### config.mk
export PLATFORM = sky130hd
export DESIGN_NAME = tx_uart
export DESIGN_NICKNAME = d
export VERILOG_FILES = /design/src/rtl/uart_pkg.sv /design/src/rtl/tx_uart.sv
export SDC_FILE = /design/constraint.sdc
export NUM_CORES = 1
export LEC_CHECK = 0
export ABC_CLOCK_PERIOD_IN_PS = 1800
export CELL_PAD_IN_SITES_DETAIL_PLACEMENT = 1
export CELL_PAD_IN_SITES_GLOBAL_PLACEMENT = 1
export CORE_ASPECT_RATIO = 0.5
export CORE_MARGIN = 3
export CORE_UTILIZATION = 30
export CTS_CLUSTER_DIAMETER = 30
export DETAILED_ROUTE_END_ITERATION = 12
export GPL_TIMING_DRIVEN = 0
export HOLD_SLACK_MARGIN = 0.06
export PLACE_DENSITY = 0.6
export SYNTH_ARGS = -nofsm -noshare
export SYNTH_HDL_FRONTEND = slang
export SYNTH_SLANG_ARGS = --single-unit
export TNS_END_PERCENT = 20
### constraint.sdc
create_clock -name clock -period 1.8 [get_ports clock]
set_clock_uncertainty 0.05 [all_clocks]
set_input_delay 0.36 -clock clock [delete_from_list [all_inputs] [get_ports clock]]
set_output_delay 0.36 -clock clock [all_outputs]
set_load 0.01 [all_outputs]
### src/rtl/uart_pkg.sv
// Definitions shared by the UART transmitter and receiver: FSM states and
// oversampling constants.
package uart_pkg;

  typedef enum logic [2:0] {
    IDLE,
    START,
    DATA,
    PARITY,
    STOP
  } uart_state_t;

  localparam int OVERSAMPLE = 16;
  // Wide enough for a 2-stop-bit period (SB_TICK-1 = 31).
  localparam int S_CNT_W    = 5;

endpackage

### src/rtl/tx_uart.sv
// UART transmitter: start, NB_DATA bits LSB first, optional parity, stop; timed by the shared 16x s_tick.
// Line goes low one clock after tx_start is accepted in IDLE; requests while busy are dropped, not queued.
module tx_uart
  import uart_pkg::*;
#(
  parameter int NB_DATA    = 8,
  parameter int SB_TICK    = 16,
  parameter int PARITY_EN  = 0,
  parameter int PARITY_ODD = 0
) (
  input  logic               clock,
  input  logic               reset,
  input  logic               s_tick,
  input  logic               tx_start,
  input  logic [NB_DATA-1:0] din,
  output logic               tx,
  output logic               tx_busy,
  output logic               tx_done_tick
);

  localparam int                 N_CNT_W   = $clog2(NB_DATA);
  localparam logic [S_CNT_W-1:0] S_LAST    = S_CNT_W'(OVERSAMPLE - 1);
  localparam logic [S_CNT_W-1:0] STOP_LAST = S_CNT_W'(SB_TICK - 1);
  localparam logic [N_CNT_W-1:0] N_LAST    = N_CNT_W'(NB_DATA - 1);
  localparam logic               PAR_INV   = (PARITY_ODD != 0);

  uart_state_t        state;
  logic [S_CNT_W-1:0] s_cnt;
  logic [N_CNT_W-1:0] n_cnt;
  logic [NB_DATA-1:0] b_reg;
  logic               par_reg;

  assign tx_busy = (state != IDLE);

  // tx is loaded with the level of the state being entered, so it changes
  // on the same edge as the state and never glitches.
  always_ff @(posedge clock) begin
    if (!reset) begin
      state        <= IDLE;
      s_cnt        <= '0;
      n_cnt        <= '0;
      b_reg        <= '0;
      par_reg      <= 1'b0;
      tx           <= 1'b1;
      tx_done_tick <= 1'b0;
    end else begin
      tx_done_tick <= 1'b0;
      case (state)
        IDLE: begin
          tx <= 1'b1;
          if (tx_start) begin
            state   <= START;
            b_reg   <= din;
            s_cnt   <= '0;
            par_reg <= 1'b0;
            tx      <= 1'b0;
          end
        end

        START: begin
          if (s_tick) begin
            if (s_cnt == S_LAST) begin
              state <= DATA;
              s_cnt <= '0;
              n_cnt <= '0;
              tx    <= b_reg[0];
            end else begin
              s_cnt <= s_cnt + 1'b1;
            end
          end
        end

        DATA: begin
          if (s_tick) begin
            if (s_cnt == S_LAST) begin
              s_cnt   <= '0;
              par_reg <= par_reg ^ b_reg[0];
              b_reg   <= b_reg >> 1;
              if (n_cnt == N_LAST) begin
                if (PARITY_EN != 0) begin
                  state <= PARITY;
                  tx    <= par_reg ^ b_reg[0] ^ PAR_INV;
                end else begin
                  state <= STOP;
                  tx    <= 1'b1;
                end
              end else begin
                n_cnt <= n_cnt + 1'b1;
                tx    <= b_reg[1];
              end
            end else begin
              s_cnt <= s_cnt + 1'b1;
            end
          end
        end

        PARITY: begin
          if (s_tick) begin
            if (s_cnt == S_LAST) begin
              state <= STOP;
              s_cnt <= '0;
              tx    <= 1'b1;
            end else begin
              s_cnt <= s_cnt + 1'b1;
            end
          end
        end

        STOP: begin
          tx <= 1'b1;
          if (s_tick) begin
            if (s_cnt == STOP_LAST) begin
              state        <= IDLE;
              s_cnt        <= '0;
              tx_done_tick <= 1'b1;
            end else begin
              s_cnt <= s_cnt + 1'b1;
            end
          end
        end

        default: begin
          state <= IDLE;
          tx    <= 1'b1;
        end
      endcase
    end
  end

endmodule
==> impl_metrics.tcl, run 1 <==
set metrics [dict create \
    crit_required_ps 1910 \
    gp_congestion 0.7033 \
    tightestPinTransition_ps 591.6 \
    clockRootBuffer "clkbuf_8" \
    grt_pass1_vias 966 \
    cts.sinks 21 \
    worstSetupStartpointType "flip-flop" \
    p_clk_frac 0.331 \
    synthDistinctLibCells 45 \
    synth.area.mux_share 0.08202 \
    grt_antenna_before_repair 0 \
    port_buffers 14 \
    cts_tree "done" \
    netlist_area_um2 1114 \
    drt_pass1_iterations 3 \
    switching_share 0.2605 \
    ys.warnings.count 0 \
    synth_compound_area_frac 0.2124 \
    wl_per_cell_um 14.78 \
    largest_reg_flops 8 \
    maxSlewViolCount 0 \
    yosys.area_share.xor_xnor 0.007865 \
    total_power_w 0.0009843 \
    die_x_um 92.16 \
    dp_hpwl_mm 1.928 \
    grt_start_max_net_pins 12 \
    clock_latency_ps 270 \
    hold_class "reg -> reg" \
    fin_crit_sh 0.9604 \
    n_antenna_cell 0 \
    dieArea_um2 4523 \
    yosysSeqAreaShare 0.3775 \
    comb_power_share 0.163 \
    arrival_ps 1840 \
    fin_crit_ps 1729 \
    via_per_inst 5.155 \
    peakVddDrop_mv 0.2420 \
    layout.nets 155 \
    cts_buffer_depth 2 \
    nFillCells 392 \
    regArea_um2 427.9 \
    ys_ff_latch 21 \
    postSynth.asyncResetShare 0 \
    power.net_switching_w 0.0002564 \
    syn-num-nets 133 \
    p_int_w 0.0007279 \
    area.growth.synth_to_final_pct 30.34 \
    drtIter0Drc 51 \
    maxSlewHeadroom 0.6056 \
    initial_core_util 0.3418 \
    grt_pass1_wl_mm 4.698 \
    cp_max_fo 8 \
    synth-simple-area-share 0.2393 \
    htree_levels 1 \
    rows 14 \
    grt_use_total 0.1311 \
    synth_ff_type "dfxtp_1" \
    via_count 964 \
    multiInputGateArea_um2 690.7 \
    ios 15 \
    synth_top_family_by_area "simple AND/OR/NAND/NOR gates" \
    routed_wl_mm 2.763 \
    setup_viol 0 \
    setup.worst_path.class "reg -> reg" \
    power_density_nw_per_um2 678.2 \
    cp-end-kind "flip-flop" \
    cts_buffers 3 \
    synth_edf_count 0 \
    p_seq_frac 0.506 \
    die_height_um 49.08 \
    status "finished clean" \
    drive_gt1_frac 0.1799 \
    max_freq_mhz 578.4 \
    max-cap-violations 0 \
    grt-ovfl-total 0 \
    drtAntennaViolNets 0 \
    hold_viol_final 0 \
    core_um2 3258 \
    power_leakage_nw 0.6043 \
    fin_hold_ws_ps 384.8 \
    netlist_instances 118 \
    synth.avg_cell_area_um2 9.437 \
    clk_pin_slew_ps 80 \
    rsz0062_at_grt "true" \
    drc_errors 0 \
    synthAdderAreaFrac 0.03371 \
]
==> stage by stage <==
stage	setup slack (ps)	instance area [µm²]	cells	setup TNS, ps	util
after floorplan	118.1	1114	118	0	-
after global placement	-451.8	1314	180	-4759	0.4032
after detailed placement	-467.9	1314	180	-4852	0.4032
after CTS	8.268	1429	187	0	0.4386
after global routing	-4.046	1451	187	-4.046	0.4455
final	71.19	1451	187	0	0.4455
==> synth_stat cells (2+ instances only) <==
library cell  instances  area share
a21boi_1              2       0.013
a21oi_1               4       0.018
a22o_1                2       0.016
buf_2                 3       0.013
clkbuf_1              3       0.010
dfxtp_1              21        0.38
ha_1                  3       0.034
inv_1                 2      0.0067
mux2i_1               8       0.072
nand2_1              15       0.051
nand2b_1              2       0.011
nand3_1               5       0.022
nor2_1                6       0.020
nor2b_1               4       0.022
o211a_1               7       0.063
o22ai_1               2       0.011
==> power groups by stage <==
stage                     clock, W  combinational [W]  sequential, W
after floorplan                  0          0.0000856       0.000506
after global placement           0           0.000143       0.000507
after detailed placement         0           0.000143       0.000508
after CTS                 0.000342           0.000157       0.000498
after global routing      0.000355           0.000176       0.000501
final                     0.000326           0.000161       0.000498
==> worst max-delay path, cell delays in order, from the launching register on <==
cell,delay (ps)
dfxtp_4,370
ha_4,170
and4b_1,190
buf_4,160
and4_1,220
and3_1,200
mux2_2,260
==> cells by family (layout without fill, tap and decap cells) <==
kind of cell             after synthesis  after routing
AND/OR/NAND/NOR                       45             45
AO/OA/AOI/OAI                         29             29
flip-flops                            21             21
adder cells (fa/ha/maj)                3              3
multiplexers                           9              9
XOR/XNOR                               1              1
buffers and inverters                 10             31
==> cells in the final DEF, fill, tap and decap left out, drive strengths merged, types with 2 or more instances in the layout <==
cell type / n
nand3: 5
mux2i: 8
clkbuf: 7
buf: 8
clkdlybuf4s50: 11
o22ai: 2
a22o: 2
inv: 2
nor2b: 4
a211oi: 2
ha: 3
dfxtp: 21
nand2: 15
a21boi: 2
dlygate4sd2: 3
or2: 2
nor2: 7
nand2b: 2
a21oi: 4
o211a: 7
==> final timing paths <==
| kind | cells after the start | startpoint | to | slack [ps] |
|---|---|---|---|---|
| min | 2 | s_cnt[4] | s_cnt[4] | 380 |
| min reg2reg | 2 | s_cnt[4] | s_cnt[4] | 380 |
| max reg2reg | 6 | s_cnt[0] | n_cnt[0] | 70 |
| max | 6 | s_cnt[0] | n_cnt[0] | 70 |
==> layer usage <==
layer / part of all wire / GRT usage / wire length, µm / vias to the layer above
met5: 0 / 0 / 0 / -
met2: 0.46 / 0.2077 / 1283 / 10
met1: 0.50 / 0.1714 / 1382 / 471
met4: 0.0072 / 0.03695 / 20 / 0
li1: - / - / - / 481
met3: 0.028 / 0.04160 / 77 / 2
==> final cells by class <==
class	instances	share of cell area
multi-input combinational	87	0.4759
inverter	2	0.005172
buffer	8	0.04224
clock buffer	4	0.03103
timing repair buffer	17	0.1095
tap	48	0.04138
sequential	21	0.2948
==> timing repair <==
action | 4_1_cts | 5_1_grt
hold endpoints to repair | 0 | 0
setup buffers | 3 | 0
setup endpoints to repair | 13 | 13
hold buffers | 0 | 0
pin swaps | 3 | 0
resized for setup | 17 | 6
Power figures use the tool's default switching activity.
==> inputs of run 2 (changes only) <==
CTS_BUF_LIST = sky130_fd_sc_hd__clkbuf_4   (was unset)
GPL_ROUTABILITY_DRIVEN = 1   (was unset)
==> impl_metrics.tcl, run 2 (synthesis results as in run 1) <==
set metrics [dict create \
    power_density_nw_per_um2 626.0 \
    peakVddDrop_mv 0.2292 \
    crit_required_ps 2010 \
    dp_slack_ps -467.9 \
    grt_pass1_vias 967 \
    n_antenna_cell 0 \
    power_leakage_nw 0.6365 \
    via_per_inst 5.122 \
    worstSetupStartpointType "flip-flop" \
    layout.nets 157 \
    drive_gt1_frac 0.2057 \
    reg2regPathDepth 6 \
    core_um2 3258 \
    dp_hpwl_mm 1.928 \
    wl_per_cell_um 14.33 \
    largest_reg_flops 8 \
    cts_tree "done" \
    setup_viol 0 \
    area.growth.synth_to_final_pct 32.02 \
    cts_buffer_depth 2 \
    dieArea_um2 4523 \
    gp_congestion 0.7033 \
    ios 15 \
    clockRootBuffer "clkbuf_4" \
    cp-end-kind "flip-flop" \
    grt_start_max_net_pins 12 \
    htree_levels 1 \
    fin_crit_ps 1756 \
    cts.sinks 21 \
    hold_viol_final 0 \
    routed_wl_mm 2.709 \
    setup_tns_ps 0 \
    port_buffers 14 \
    cp_max_fo 6 \
    initial_core_util 0.3418 \
    drt_pass1_iterations 4 \
    drc_errors 0 \
    via_count 968 \
    tightestPinTransition_ps 602.7 \
    grt-ovfl-total 0 \
    layout_common_cells "dfxtp_1 (17), nand2_1 (14), clkdlybuf4s50_1 (11), mux2i_1 (8), o211a_1 (7)" \
    fin_ws_ps 43.79 \
    grt_use_total 0.1313 \
    arrival_ps 1960 \
    rsz0062_at_grt "true" \
    clk_pin_slew_ps 130 \
    hold_depth 2 \
    die_height_um 49.08 \
    max_freq_mhz 569.4 \
    rows 14 \
    maxSlewViolCount 0 \
    clock_latency_ps 320 \
    hold_class "reg -> reg" \
    max-cap-violations 0 \
    drtIter0Drc 40 \
    grt_pass1_wl_mm 4.726 \
    drtAntennaViolNets 0 \
    total_power_w 0.0009204 \
    fin_crit_sh 0.9757 \
    final_common_cell "dfxtp_1" \
    maxSlewHeadroom 0.5982 \
    die_x_um 92.16 \
    setup.worst_path.class "reg -> reg" \
    cts_buffers 3 \
    status "finished clean" \
    grt_antenna_before_repair 0 \
]
run 2: cell types whose count changed in the layout (fill, tap and decap cells not counted):
cell / change
nand2_4: +1
buf_4: +1
nand2_2: -1
dlymetal6s2s_1: +2
nor2b_2: +1
nor2b_1: -1
buf_6: +1
clkbuf_4: +4
clkbuf_1: -1
dlygate4sd2_1: -2
clkbuf_8: -3
run 2: repair_timing:
action | 4_1_cts | 5_1_grt
gates resized for setup | 15 | 11
endpoints found under the setup margin | 12 | 14
hold buffers | 0 | 0
pin swaps | 3 | 2
setup buffers | 2 | 3
gates cloned | 0 | 0
run 2: power by group:
| group | switching, W | leakage, nW | internal [W] |
|---|---|---|---|
| Combinational | 0.0000753 | 0.444 | 0.0000861 |
| Clock | 0.000159 | 0.0184 | 0.000102 |
| Sequential | 0.0000129 | 0.174 | 0.000486 |
run 2: metal layers:
metal / up-vias / track usage / routed length, µm
li1: 483 / - / -
met1: 465 / 0.1702 / 1311
met2: 18 / 0.2101 / 1273
met3: 2 / 0.04160 / 103
met4: 0 / 0.03695 / 20
met5: - / 0 / 0
run 2: worst paths after layout:
kind | startpoint | endpoint | slack, ps
setup reg to reg | s_cnt[0] | s_cnt[0] | 40
hold / removal | s_cnt[4] | s_cnt[4] | 390
setup / recovery | s_cnt[0] | s_cnt[0] | 40
hold reg to reg | s_cnt[4] | s_cnt[4] | 390
run 2: area by class of cell:
type / count / area [µm²]
plain buffers: 8 / 65.06
clock buffers: 4 / 30.03
fillers: 390 / 1788
inverters: 2 / 7.507
multi-input cells: 87 / 698.2
flip-flops and latches: 21 / 427.9
well taps: 48 / 60.06
repair buffers: 19 / 181.4
run 2: metrics by stage:
| stage | cell area [µm²] | instances | hold WS, ps | utilization |
|---|---|---|---|---|
| 3_5_place_dp | 1314 | 180 | 376.9 | 0.4032 |
| 4_1_cts | 1403 | 186 | 395.2 | 0.4305 |
| 3_3_place_gp | 1314 | 180 | 369.2 | 0.4032 |
| 6_report | 1470 | 189 | 391.3 | 0.4512 |
| 5_1_grt | 1470 | 189 | 421.5 | 0.4512 |
| 2_1_floorplan | 1114 | 118 | 361.0 | - |
run 2: critical path, cell delays in order, from the launching register on:
cell,delay (ps)
dfxtp_4,380
ha_4,170
and4b_1,200
buf_6,130
buf_4,140
or4b_1,500
a21boi_1,120
==> inputs of run 3 (changes only) <==
CORE_MARGIN = unset   (was 3)
==> impl_metrics.tcl, run 3 (synthesis results as in run 1) <==
set metrics [dict create \
    grt_start_max_net_pins 12 \
    drtAntennaViolNets 0 \
    die_x_um 88.16 \
    core_um2 3491 \
    rsz0062_at_grt "true" \
    worst_hold_startpoint "s_cnt[4]" \
    largest_reg_flops 8 \
    p_clk_frac 0.276 \
    slowest_delay_ps 580 \
    grt_pass1_wl_mm 4.264 \
    cts_tree "done" \
    final_common_cell "dfxtp_1" \
    path_buf_inv 1 \
    die_height_um 45.08 \
    layout_common_cells "dfxtp_1 (17), nand2_1 (14), clkdlybuf4s50_1 (12), mux2i_1 (8)" \
    hold_end "s_cnt[4]" \
    maxSlewViolCount 0 \
    cts_hold_buf 0 \
    tightestPinTransition_ps 608.8 \
    clk_pin_slew_ps 130 \
    routed_wl_mm 2.559 \
    initial_core_util 0.3190 \
    hold_class "reg -> reg" \
    grt_use_total 0.1452 \
    cts_buffer_depth 2 \
    cp-end-kind "flip-flop" \
    area.growth.synth_to_final_pct 30.11 \
    drtIter0Drc 36 \
    comb_power_share 0.175 \
    reg2reg_to "s_cnt[2]" \
    setup_tns_ps -22.40 \
    cp_max_fo 8 \
    hold_depth 2 \
    fin_ws_ps -22.40 \
    power.net_switching_w 0.0002326 \
    r2r-start "state[0]" \
    n_antenna_cell 0 \
    nFillCells 403 \
    via_per_inst 4.880 \
    dp_hpwl_mm 1.788 \
    gp_congestion 0.7376 \
    crit_family "simple AND/OR/NAND/NOR gates" \
    cts.sinks 21 \
    layout.nets 157 \
    ios 15 \
    p_int_w 0.0006741 \
    setup_viol 1 \
    hold_viol_final 0 \
    max_freq_mhz 548.7 \
    drive_gt1_frac 0.1915 \
    crit_required_ps 2000 \
    max-cap-violations 0 \
    drt_pass1_iterations 3 \
    fin_crit_ps 1822 \
    fin_hold_ws_ps 398.6 \
    drc_errors 0 \
    peakVddDrop_mv 0.2532 \
    port_buffers 14 \
    rows 15 \
    grt-ovfl-total 0 \
    htree_levels 1 \
    grt_pass1_vias 891 \
    clock_latency_ps 310 \
    dieArea_um2 3974 \
    crit_start "tx_start" \
    via_count 937 \
    p_seq_frac 0.549 \
    crit_path_cell_trace "clkdlybuf4s50_1 -> nor4b_4 -> a211oi_2 -> or4b_1 -> a21boi_1" \
    dp_slack_ps -446.5 \
    violations "negative setup slack" \
    switching_share 0.2566 \
    grt_antenna_before_repair 0 \
    arrival_ps 2030 \
    cp_slowest_cell "clkdlybuf4s50_1" \
    wl_per_cell_um 13.33 \
    power_density_nw_per_um2 625.8 \
    fin_crit_sh 1.012 \
    r2r_setup_slack_ps 60 \
    clockRootBuffer "clkbuf_4" \
    status "complete, but fails checks" \
    setup.worst_path.class "in -> reg" \
    maxSlewHeadroom 0.5941 \
    reg2regPathDepth 5 \
    worstSetupStartpointType "input port" \
    power_leakage_nw 0.6117 \
    cts_buffers 3 \
]
run 3: tightest hold or removal path, delay by kind of cell, from the launching register on:
| family | cells | cell delay (ps) |
|---|---|---|
| AND/OR/NAND/NOR | 2 | 90 |
| flip-flops | 1 | 330 |
run 3: worst max path at each step:
stage,end,cells past startpoint
CTS,s_cnt[0],5
detailed placement,b_reg[4],6
global placement,b_reg[6],6
floorplan,n_cnt[0],6
finish,s_cnt[0],5
global route,s_cnt[0],5
run 3: power by group through the flow:
stage | clock network, W | logic [W] | registers, W
final | 0.000250 | 0.000159 | 0.000498
after global routing | 0.000282 | 0.000174 | 0.000501
after CTS | 0.000262 | 0.000153 | 0.000498
after detailed placement | 0 | 0.000142 | 0.000508
after global placement | 0 | 0.000141 | 0.000507
after floorplan | 0 | 0.0000856 | 0.000506
run 3: layer usage:
| metal | part of all wire | global-route usage |
|---|---|---|
| met2 | 0.43 | 0.2215 |
| met1 | 0.54 | 0.2009 |
| met4 | 0.0023 | 0.01935 |
| met3 | 0.032 | 0.05484 |
| met5 | 0 | 0 |
run 3: layout make-up:
class | instances | area, µm² | share of cell area
clock buffer | 4 | 30.03 | 0.02073
timing repair buffer | 19 | 178.9 | 0.1235
multi-input combinational | 87 | 683.2 | 0.4715
buffer | 8 | 60.06 | 0.04145
inverter | 2 | 7.507 | 0.005181
sequential | 21 | 425.4 | 0.2936
tap | 51 | 63.81 | 0.04404
run 3: through the flow:
step / total power [W] / util / cells / instance area (µm²)
floorplan: 0.0005921 / - / 118 / 1114
global placement: 0.0006481 / 0.3774 / 183 / 1318
detailed placement: 0.0006498 / 0.3774 / 183 / 1318
CTS: 0.0009130 / 0.4050 / 190 / 1414
global route: 0.0009567 / 0.4151 / 192 / 1449
finish: 0.0009068 / 0.4151 / 192 / 1449
run 3: what timing repair did:
| item | in CTS | in global routing |
|---|---|---|
| setup endpoints to repair | 12 | 9 |
| cloned | 0 | 0 |
| buffers inserted | 3 | 2 |
| resized for setup | 15 | 3 |
| pin swaps | 3 | 1 |
